`src/rtl/gt_drp_multi_if.sv`:
```
// Host command/status and multi-channel DRP bus bundle for gt_drp_multi.
// Latency: n/a (wires only).
// Backpressure: none; DRP ready is per channel, and the host sees busy in status.
// Ports: write/din/dout (host side), drpclock/drp_address/drp_di/drp_we/drp_en
// (DRP master outputs), drp_do/drp_ready (per-channel DRP returns).
interface gt_drp_multi_if #(
    parameter int NCH = 4,
    parameter int AW  = 9
);
    logic              write;
    logic [63:0]       din;
    logic [31:0]       dout;
    logic              drpclock;
    logic [AW-1:0]     drp_address;
    logic [15:0]       drp_di;
    logic              drp_we;
    logic [NCH-1:0]    drp_en;
    logic [16*NCH-1:0] drp_do;
    logic [NCH-1:0]    drp_ready;

    // DRP master side (the bridge itself)
    modport master (
        input  write, din, drp_do, drp_ready,
        output dout, drpclock, drp_address, drp_di, drp_we, drp_en
    );

    // Host plus transceiver side
    modport slave (
        output write, din, drp_do, drp_ready,
        input  dout, drpclock, drp_address, drp_di, drp_we, drp_en
    );
endinterface

```
`src/rtl/gt_drp_multi.sv`:
```
// Multi-channel DRP master: host 64-bit command -> read / write / RMW on one of NCH DRP ports.
// Latency: the DRP strobe starts on the first divided-clock tick after the command; it completes on the ready tick.
// Backpressure: busy in dout[16]; a command arriving while busy is dropped and flagged as overrun.
// Ports: clock, reset (async, active high); bus (master modport):
//   write/din  command strobe and word      dout      status (data, busy, timeout, overrun, bad channel)
//   drpclock   divided DRP clock            drp_*     shared address/data/we and one-hot per-channel enable
module gt_drp_multi #(
    parameter int NCH      = 4,
    parameter int AW       = 9,
    parameter int DIV_LOG2 = 3,
    parameter int TIMEOUT  = 255
) (
    input  logic           clock,
    input  logic           reset,
    gt_drp_multi_if.master bus
);

    typedef enum logic [1:0] {
        IDLE     = 2'd0,
        RD_ISSUE = 2'd1,
        WR_ISSUE = 2'd2,
        WAIT     = 2'd3
    } state_t;

    state_t            state_q, state_n;
    logic [DIV_LOG2-1:0] div_q;
    logic              tick;

    logic [AW-1:0]     addr_q, addr_n;
    logic [15:0]       wdata_q, wdata_n;   // data to write; replaced by the merged word in RMW
    logic [15:0]       mask_q, mask_n;
    logic [7:0]        ch_q, ch_n;
    logic              rmw_q, rmw_n;
    logic              wr_phase_q, wr_phase_n;
    logic [15:0]       cnt_q, cnt_n;
    logic [NCH-1:0]    en_q, en_n;
    logic              we_q, we_n;
    logic [15:0]       di_q, di_n;
    logic [15:0]       rdata_q, rdata_n;
    logic              tmo_q, tmo_n;
    logic              ovr_q, ovr_n;
    logic              bad_q, bad_n;

    logic [NCH-1:0]    onehot;
    logic              sel_ready;
    logic [15:0]       sel_do;
    logic [15:0]       merged;
    logic [15:0]       cnt_inc;
    logic              unused_din;

    assign tick    = (div_q == '0);
    assign merged  = (sel_do & ~mask_q) | (wdata_q & mask_q);
    assign cnt_inc = cnt_q + 16'd1;

    // Only the latched channel's ready/data are visible; all other ports are ignored.
    always_comb begin
        onehot    = '0;
        sel_ready = 1'b0;
        sel_do    = 16'h0000;
        for (int i = 0; i < NCH; i++) begin
            if (ch_q == 8'(i)) begin
                onehot[i] = 1'b1;
                sel_ready = bus.drp_ready[i];
                sel_do    = bus.drp_do[16*i +: 16];
            end
        end
    end

    always_comb begin
        state_n    = state_q;
        addr_n     = addr_q;
        wdata_n    = wdata_q;
        mask_n     = mask_q;
        ch_n       = ch_q;
        rmw_n      = rmw_q;
        wr_phase_n = wr_phase_q;
        cnt_n      = cnt_q;
        en_n       = en_q;
        we_n       = we_q;
        di_n       = di_q;
        rdata_n    = rdata_q;
        tmo_n      = tmo_q;
        ovr_n      = ovr_q;
        bad_n      = bad_q;

        case (state_q)
            IDLE: begin
                if (bus.write) begin
                    addr_n  = bus.din[16 +: AW];
                    wdata_n = bus.din[15:0];
                    mask_n  = bus.din[63:48];
                    ch_n    = bus.din[39:32];
                    rmw_n   = bus.din[30];
                    tmo_n   = 1'b0;
                    ovr_n   = 1'b0;
                    bad_n   = 1'b0;
                    if ({1'b0, bus.din[39:32]} >= 9'(NCH)) begin
                        bad_n = 1'b1;
                    end else if (bus.din[30] || !bus.din[31]) begin
                        // RMW always starts with a read, whatever the write-enable bit says
                        state_n = RD_ISSUE;
                    end else begin
                        state_n = WR_ISSUE;
                    end
                end
            end
            RD_ISSUE: begin
                if (tick) begin
                    en_n       = onehot;
                    we_n       = 1'b0;
                    cnt_n      = 16'd0;
                    wr_phase_n = 1'b0;
                    state_n    = WAIT;
                end
            end
            WR_ISSUE: begin
                if (tick) begin
                    en_n       = onehot;
                    we_n       = 1'b1;
                    di_n       = wdata_q;
                    cnt_n      = 16'd0;
                    wr_phase_n = 1'b1;
                    state_n    = WAIT;
                end
            end
            WAIT: begin
                if (tick) begin
                    // The first WAIT tick closes the strobe, so en lasts exactly one DRP clock.
                    en_n = '0;
                    we_n = 1'b0;
                    if (sel_ready) begin
                        if (!wr_phase_q && rmw_q) begin
                            rdata_n = merged;
                            di_n    = merged;
                            wdata_n = merged;
                            state_n = WR_ISSUE;
                        end else begin
                            if (!wr_phase_q) begin
                                rdata_n = sel_do;
                            end
                            state_n = IDLE;
                        end
                    end else if (cnt_inc == 16'(TIMEOUT)) begin
                        tmo_n   = 1'b1;
                        state_n = IDLE;
                    end else begin
                        cnt_n = cnt_inc;
                    end
                end
            end
            default: state_n = IDLE;
        endcase

        if (bus.write && (state_q != IDLE)) begin
            ovr_n = 1'b1;
        end
    end

    always_ff @(posedge clock or posedge reset) begin
        if (reset) begin
            state_q    <= IDLE;
            div_q      <= '0;
            addr_q     <= '0;
            wdata_q    <= 16'h0000;
            mask_q     <= 16'h0000;
            ch_q       <= 8'h00;
            rmw_q      <= 1'b0;
            wr_phase_q <= 1'b0;
            cnt_q      <= 16'd0;
            en_q       <= '0;
            we_q       <= 1'b0;
            di_q       <= 16'h0000;
            rdata_q    <= 16'h0000;
            tmo_q      <= 1'b0;
            ovr_q      <= 1'b0;
            bad_q      <= 1'b0;
        end else begin
            state_q    <= state_n;
            div_q      <= div_q + DIV_LOG2'(1);
            addr_q     <= addr_n;
            wdata_q    <= wdata_n;
            mask_q     <= mask_n;
            ch_q       <= ch_n;
            rmw_q      <= rmw_n;
            wr_phase_q <= wr_phase_n;
            cnt_q      <= cnt_n;
            en_q       <= en_n;
            we_q       <= we_n;
            di_q       <= di_n;
            rdata_q    <= rdata_n;
            tmo_q      <= tmo_n;
            ovr_q      <= ovr_n;
            bad_q      <= bad_n;
        end
    end

    // Reserved command bits are accepted and ignored.
    assign unused_din = ^bus.din;

    assign bus.dout        = {12'h000, bad_q, ovr_q, tmo_q, (state_q != IDLE), rdata_q};
    assign bus.drpclock    = div_q[DIV_LOG2-1];
    assign bus.drp_address = addr_q;
    assign bus.drp_di      = di_q;
    assign bus.drp_we      = we_q;
    assign bus.drp_en      = en_q;

endmodule
```
`src/flat_wrapper.sv`:
```
// flat-port wrapper written by rule: the top's interface ports become plain ports
module gt_drp_multi_flat 
#(
    parameter int NCH      = 4,
    parameter int AW       = 9,
    parameter int DIV_LOG2 = 3,
    parameter int TIMEOUT  = 255
)
  (clock, reset, bus_write, bus_din, bus_drp_do, bus_drp_ready, bus_dout, bus_drpclock, bus_drp_address, bus_drp_di, bus_drp_we, bus_drp_en);
  gt_drp_multi_if #(.NCH(NCH), .AW(AW)) bus_i ();
  input  logic clock;
  input  logic reset;
  input wire logic [$bits(bus_i.write)-1:0] bus_write;
  input wire logic [$bits(bus_i.din)-1:0] bus_din;
  input wire logic [$bits(bus_i.drp_do)-1:0] bus_drp_do;
  input wire logic [$bits(bus_i.drp_ready)-1:0] bus_drp_ready;
  output wire logic [$bits(bus_i.dout)-1:0] bus_dout;
  output wire logic [$bits(bus_i.drpclock)-1:0] bus_drpclock;
  output wire logic [$bits(bus_i.drp_address)-1:0] bus_drp_address;
  output wire logic [$bits(bus_i.drp_di)-1:0] bus_drp_di;
  output wire logic [$bits(bus_i.drp_we)-1:0] bus_drp_we;
  output wire logic [$bits(bus_i.drp_en)-1:0] bus_drp_en;
  assign bus_i.write = bus_write;
  assign bus_i.din = bus_din;
  assign bus_i.drp_do = bus_drp_do;
  assign bus_i.drp_ready = bus_drp_ready;
  assign bus_dout = bus_i.dout;
  assign bus_drpclock = bus_i.drpclock;
  assign bus_drp_address = bus_i.drp_address;
  assign bus_drp_di = bus_i.drp_di;
  assign bus_drp_we = bus_i.drp_we;
  assign bus_drp_en = bus_i.drp_en;
  gt_drp_multi #(.NCH(NCH), .AW(AW), .DIV_LOG2(DIV_LOG2), .TIMEOUT(TIMEOUT)) u_core (.clock(clock), .reset(reset), .bus(bus_i));
endmodule
```
`config.mk`:
```
export PLATFORM = sky130hd
export DESIGN_NAME = gt_drp_multi_flat
export DESIGN_NICKNAME = d
export VERILOG_FILES = /design/src/rtl/gt_drp_multi_if.sv /design/src/rtl/gt_drp_multi.sv /design/src/flat_wrapper.sv
export SDC_FILE = /design/constraint.sdc
export NUM_CORES = 1
export LEC_CHECK = 0
export ABC_AREA = 1
export ABC_CLOCK_PERIOD_IN_PS = 4250
export CAP_MARGIN = 5
export CORE_MARGIN = 1.5
export CORE_UTILIZATION = 48
export DETAILED_ROUTE_END_ITERATION = 10
export PLACE_DENSITY_LB_ADDON = 0.1
export SLEW_MARGIN = 20
export SYNTH_ARGS = -nofsm -noshare
export SYNTH_HDL_FRONTEND = slang
export SYNTH_SLANG_ARGS = --single-unit
```
`constraint.sdc`:
```
create_clock -name clock -period 4.25 [get_ports clock]
set_clock_uncertainty 0.1 [all_clocks]
set_input_delay 0.6375 -clock clock [delete_from_list [all_inputs] [get_ports clock]]
set_output_delay 0.6375 -clock clock [all_outputs]
set_load 0.01 [all_outputs]
```
### Word-level counts from Yosys, hierarchy flattened

Index checks and enable logic that the tools add are counted.

| operators by class | value |
|---|---|
| add/subtract/negate cells | 2 |
| muxes and demuxes | 50 |
| bitwise operators | 4 |
| $lt $le $gt $ge | 1 |
| equal/unequal tests | 21 |
| reductions and logical operators | 29 |

Operators by type and width:

| cell | number |
|---|---|
| $mux W16 | 15 |
| $pmux W16 S2 | 3 |
| $and A16 B16 Y16 | 2 |
| $reduce_and A5 Y1 | 5 |
| $mux W1 | 17 |
| $add A16 B1 Y16 const B | 1 |
| $eq A16 B8 Y1 const B | 1 |
| $eq A8 B2 Y1 const B | 2 |
| $mux W2 | 8 |
| $ne A2 B1 Y1 const B | 8 |
| $not A16 Y16 | 1 |
| $or A16 B16 Y16 | 1 |
| $reduce_bool A2 Y1 | 8 |
| $ne A2 B2 Y1 const B | 5 |
| $reduce_and A3 Y1 | 3 |
| $eq A8 B1 Y1 const B | 1 |
| $ge A8 B3 Y1 const B | 1 |
| $logic_not A8 Y1 | 1 |
| $mux W4 | 2 |
| $pmux W4 S2 | 1 |
| $pmux W1 S2 | 3 |
| $pmux W2 S3 | 1 |
| $eq A2 B2 Y1 const B | 2 |
| $reduce_and A2 Y1 | 2 |
| other kinds (10) | 13 |

| storage, ports and cells | value |
|---|---|
| flip-flop bits (word level) | 112 |
| output and inout port bits | 63 |
| word-level logic and storage cells | 123 |

### Longest topological paths before layout

| logic depth | value |
|---|---|
| depth in word-level cells | 11 |
| gate-level depth with buffers | 14 |

### Least setup slack after synthesis

OpenSTA, ideal clock, no wires.

| timing | value |
|---|---|
| path type | flip-flop to flip-flop |
| start | register u_core.cnt_q[1] |
| end | register u_core.cnt_q[5] |
| required time | 4.074 ns |
| arrival | 1.725 ns |
| buffers on the path | 1 |
| clock period less this slack | 1.901 ns |
| stages on the path, launching flop included | 13 |
| setup slack | 2.349 ns |
| path through | dfrtp_1 > ha_1 > nand2_1 > nor2_4 > nand2_2 > o21ai_1 > nand3_1 > nor2_2 > nand3_4 > nand2_4 > buf_6 > nand3_1 > o21ai_1 |

| between the ends | value |
|---|---|
| word-level cells in the longest chain between the ends | 5 |

RTL lines:

| item | RTL line | source |
|---|---|---|
| start, declared | gt_drp_multi.sv:35 | `logic [15:0] cnt_q, cnt_n;` |
| start signal, assigned | gt_drp_multi.sv:186 | `cnt_q <= cnt_n;` |
| $add A16 B1 Y16 * | gt_drp_multi.sv:53 | `assign cnt_inc = cnt_q + 16'd1;` |
| parallel branches: the longest is 4 deep, another holds $eq A16 B8 Y1 | -- |  |

Every way passes the cells marked *. The select of a mux whose other input is x is not followed.
A chain may end at the register's enable or synchronous reset.

### Final worst setup path

| timing | value |
|---|---|
| start | register u_core.ch_q[1] |
| end | register u_core.rdata_q[13] |

| between the ends | value |
|---|---|
| word-level cells in the longest chain between the ends | 8 |

RTL lines:

| item | RTL line | source |
|---|---|---|
| start, declared | gt_drp_multi.sv:32 | `logic [7:0] ch_q, ch_n;` |
| start signal, assigned | gt_drp_multi.sv:183 | `ch_q <= ch_n;` |
| $logic_not A8 Y1 | gt_drp_multi.sv:61 | `if (ch_q == 8'(i)) begin` |
| $mux W16 (4 in a row) | gt_drp_multi.sv:61 |  |
| $and A16 B16 Y16 | gt_drp_multi.sv:52 | `assign merged = (sel_do & ~mask_q) \| (wdata_q & mask_q);` |
| $or A16 B16 Y16 | gt_drp_multi.sv:52 |  |
| $mux W16 | gt_drp_multi.sv:132 | `if (!wr_phase_q && rmw_q) begin` |
| end signal, assigned | gt_drp_multi.sv:190 | `rdata_q <= rdata_n;` |
| end, declared | gt_drp_multi.sv:39 | `logic [15:0] rdata_q, rdata_n;` |

Parallel ways exist; a longest one is shown, timed or not. The select of a mux whose other input is x is not followed.

==> metrics list <==
- The number of cells on the worst reg-to-reg path is 9.
* Ratio of routed vias to standard cells: a little over 5
- Relative to the synthesized area, the layout overhead comes to 32.4%.
- Initial Util: 48.9%
- At the later pin of the worst-skew pair, clock insertion delay measures between 300 and 400 ps.
* Count of H-tree levels built during CTS: 3
- Max-cap violations in this run came to 0.
- Maximum fanout encountered on the critical timing path: 18
- For this run the aggregate overflow at the end of global routing stands at 0.
* Detailed Place HPWL: around 13000 um
* Final Routed Wirelength: 18200 um
* Clock transition at the register clock pins on the worst setup and hold paths after CTS: 80 ps
* Chip height: roughly 120 um
- Final worst path period share: 70.0%
- In the final routed layout, each cell accounts on average for between 10 and 15 um.
- Boundary pin count: between 150 and 200
- In the synthesized netlist, the number of instances is around 900.
- Clock tree root driver cell: sky130_fd_sc_hd__clkbuf_16
- Share of post-route cells with drive strength above 1: under 10%
- Setup repair after global routing missed its margin: no
- Sequential element share of the synthesized area: 43.4%
- Startpoint class of the critical path: register
- CP arrival: around 3100 ps
- After routing, the total negative slack on setup checks comes to 0 ps.
- Met3 WL: ~1300 um
- Derived from the worst setup path, the maximum achievable clock frequency is approximately 340 MHz.
* Minimum setup slack after placement: around 1300 ps
* Syn. warnings: 0
* Met1 WL: 7990 um
- Largest buffer count on any clock path: 2
- The layout has around 1200 filler cells.
- Routability-driven placement finished with a final weighted congestion of ~0.83.
* Leading cell type in the layout, fill and taps excluded: sky130_fd_sc_hd__nand2_1
- The tightest min-delay check is of the register to register type.
* CTS Hold Buffers Added: 0
* Required time of the worst setup path: about 4400 ps
- Horiz. Die Dim: around 120 um
- Post-cts sizing count: 0
* Via Count: between 6000 and 7000
* Number of buffers added by the clock tree synthesis step: 9
* TritonCTS clock tree: built
- Die area: between 10000 and 15000 um2
- At the end of the flow the core is filled with cells to between 60% and 70%.
- Flops & latches, synth: 112
* Post-route total power: between 4 and 5 mW
- The detailed router used layers up to and including met4.
- Final ANT Viol Nets: 0
- Global-route wire length before repair: 29600 um
- Hold is met by 350 ps.
- In the detailed route, the total length drawn on met2 is 8490 um.
* Critical Path End Type: register
- The number of antenna violations at the first check in global routing came to 0.
- Standard-cell rows: 42
- Power per Cell Area: 542 nW/um2
- In the final design database the tool counted approximately 1200 nets.
* Outcome: finished, final reports clean
* Min Clock Period, post-route: between 2000 and 3000 ps
- LEAKAGE: 4.12 nW
* Average size of a mapped cell: approximately 7 um2
- The floorplan step defined a core boundary enclosing 13200 um2.
- After layout, the worst setup slack is 1280 ps.
* Port buffer count: between 150 and 200
- Leading cell types in the layout, fill and taps excluded: sky130_fd_sc_hd__nand2_1 (359), sky130_fd_sc_hd__clkdlybuf4s50_1 (172), sky130_fd_sc_hd__dfrtp_1 (112), sky130_fd_sc_hd__nand3_1 (100), sky130_fd_sc_hd__inv_1 (66)
* Actual transition at the worst max-transition pin: 765 ps
- The first routing iteration left ~380 violations.
- The repair_antennas step left the layout with diodes totalling 0.
* Critical setup path kind: register to register
* Worst hold path stage count: 1
* Number of iterations in the first detailed-routing pass: 5
- Clk sinks: between 100 and 150
- Detailed-route DRC error count: 0
- The worst-case IR drop observed on VDD is 0.342 mV.
- Headroom to the max-slew limit came out at between 40 and 50%.
- Post-CTS repair timing setup buffer count: 0
- Maximum number of pins on one net before global-route repair: around 50
- Post-synthesis instance area: between 6000 and 7000 um2
* Final Max Tran Viols: 0
- The number of hold-slack violations in the final timing report came to 0.
- In the global route stage, overall resource usage came out at 26.6%.
- The netlist uses 39 different library cells.
- Endpoints failing setup: 0
- The number of global-route vias before repair was approximately 6000.
==> through the flow <==
step	std cells	area, um2
floorplan	915	6490
global placement	1224	8220
detailed placement	1224	8220
CTS	1240	8540
global route	1240	8540
finish	1240	8540
==> logic make-up after synthesis <==
| group | count (synthesis) | share of synthesized area [%] |
|---|---|---|
| simple gates | 553 | 37.2 |
| xor+xnor | 3 | 0.407 |
| fa+ha+maj | 8 | 1.55 |
| compound gates | 106 | 8.59 |
| other cells | 1 | 0.0581 |
| buf+inv | 121 | 8.72 |
| flops | 112 | 43.4 |
==> final cells by class <==
type,instances,area [um2],area share [%]
clock buffer,9,225,2.64
clock inverter,7,101,1.19
inverter,74,283,3.31
multi-input combinational,682,3130,36.6
sequential,112,2800,32.8
tap,176,220,2.58
timing repair buffer,180,1780,20.9
==> cell usage after synthesis, drive strengths merged <==
master	n	share of area, %
buf	33	3.6
a31oi	1	0.097
nand2	366	22
a32o	1	0.16
and2	1	0.097
or2	15	1.5
ha	8	1.6
inv	71	4.1
a21oi	22	1.7
nor4	1	0.097
a22o	1	0.14
o21ai	80	6.4
nand3	103	8.3
xnor2	1	0.14
nand4	10	1.1
nor2	53	3.7
dfrtp	112	43
xor2	2	0.27
nor3	3	0.58
nand3b	1	0.12
clkbuf	14	0.81
conb	1	0.058
clkinv	3	0.21
o21bai	1	0.12
==> report_power, final <==
group	switching [mW]	total, mW	internal [mW]
sequential	0.229	1.63	1.41
clock	0.431	0.957	0.525
combinational	1.21	2.04	0.828
total	1.87	4.63	2.76
==> critical path: stages (launching register included) <==
cell	delay (ps)
sky130_fd_sc_hd__dfrtp_1	850
sky130_fd_sc_hd__nand2_1	110
sky130_fd_sc_hd__nor2_1	240
sky130_fd_sc_hd__nand3_1	130
sky130_fd_sc_hd__nand4_2	220
sky130_fd_sc_hd__nand2_2	120
sky130_fd_sc_hd__nor3_4	610
sky130_fd_sc_hd__inv_1	280
sky130_fd_sc_hd__nand2_1	110
sky130_fd_sc_hd__o21ai_0	90
==> flip-flops by register name, summed over array words and instances (netlist names) <==
name and cells:
u_core.wr_phase_q 1, u_core.ovr_q 1, u_core.bus.drp_address 9, u_core.tmo_q 1
u_core.bus.drp_en 4, u_core.cnt_q 16, u_core.bad_q 1, u_core.bus.drp_di 16
u_core.ch_q 8, u_core.bus.drp_we 1, u_core.rdata_q 16, u_core.rmw_q 1
u_core.mask_q 16, u_core.state_q 2, u_core.div_q 3, u_core.wdata_q 16
==> final timing paths <==
path / start / endpoint / slack [ps]
max: u_core.ch_q[1] / u_core.rdata_q[13] / 1280
min: u_core.div_q[0] / u_core.div_q[0] / 350
max reg2reg: u_core.ch_q[1] / u_core.rdata_q[13] / 1280
min reg2reg: u_core.div_q[0] / u_core.div_q[0] / 350
max in group asynchronous: reset / u_core.ch_q[6] / 2540
min in group asynchronous: reset / u_core.cnt_q[9] / 620
==> per-layer routing <==
layer | up-vias | global-route usage [%]
li1 | 3161 | -
met1 | 2927 | 35.3
met2 | 222 | 44.1
met3 | 25 | 5.03
met4 | 0 | 8.51
met5 | - | 0
Power figures use the tool's default switching activity.
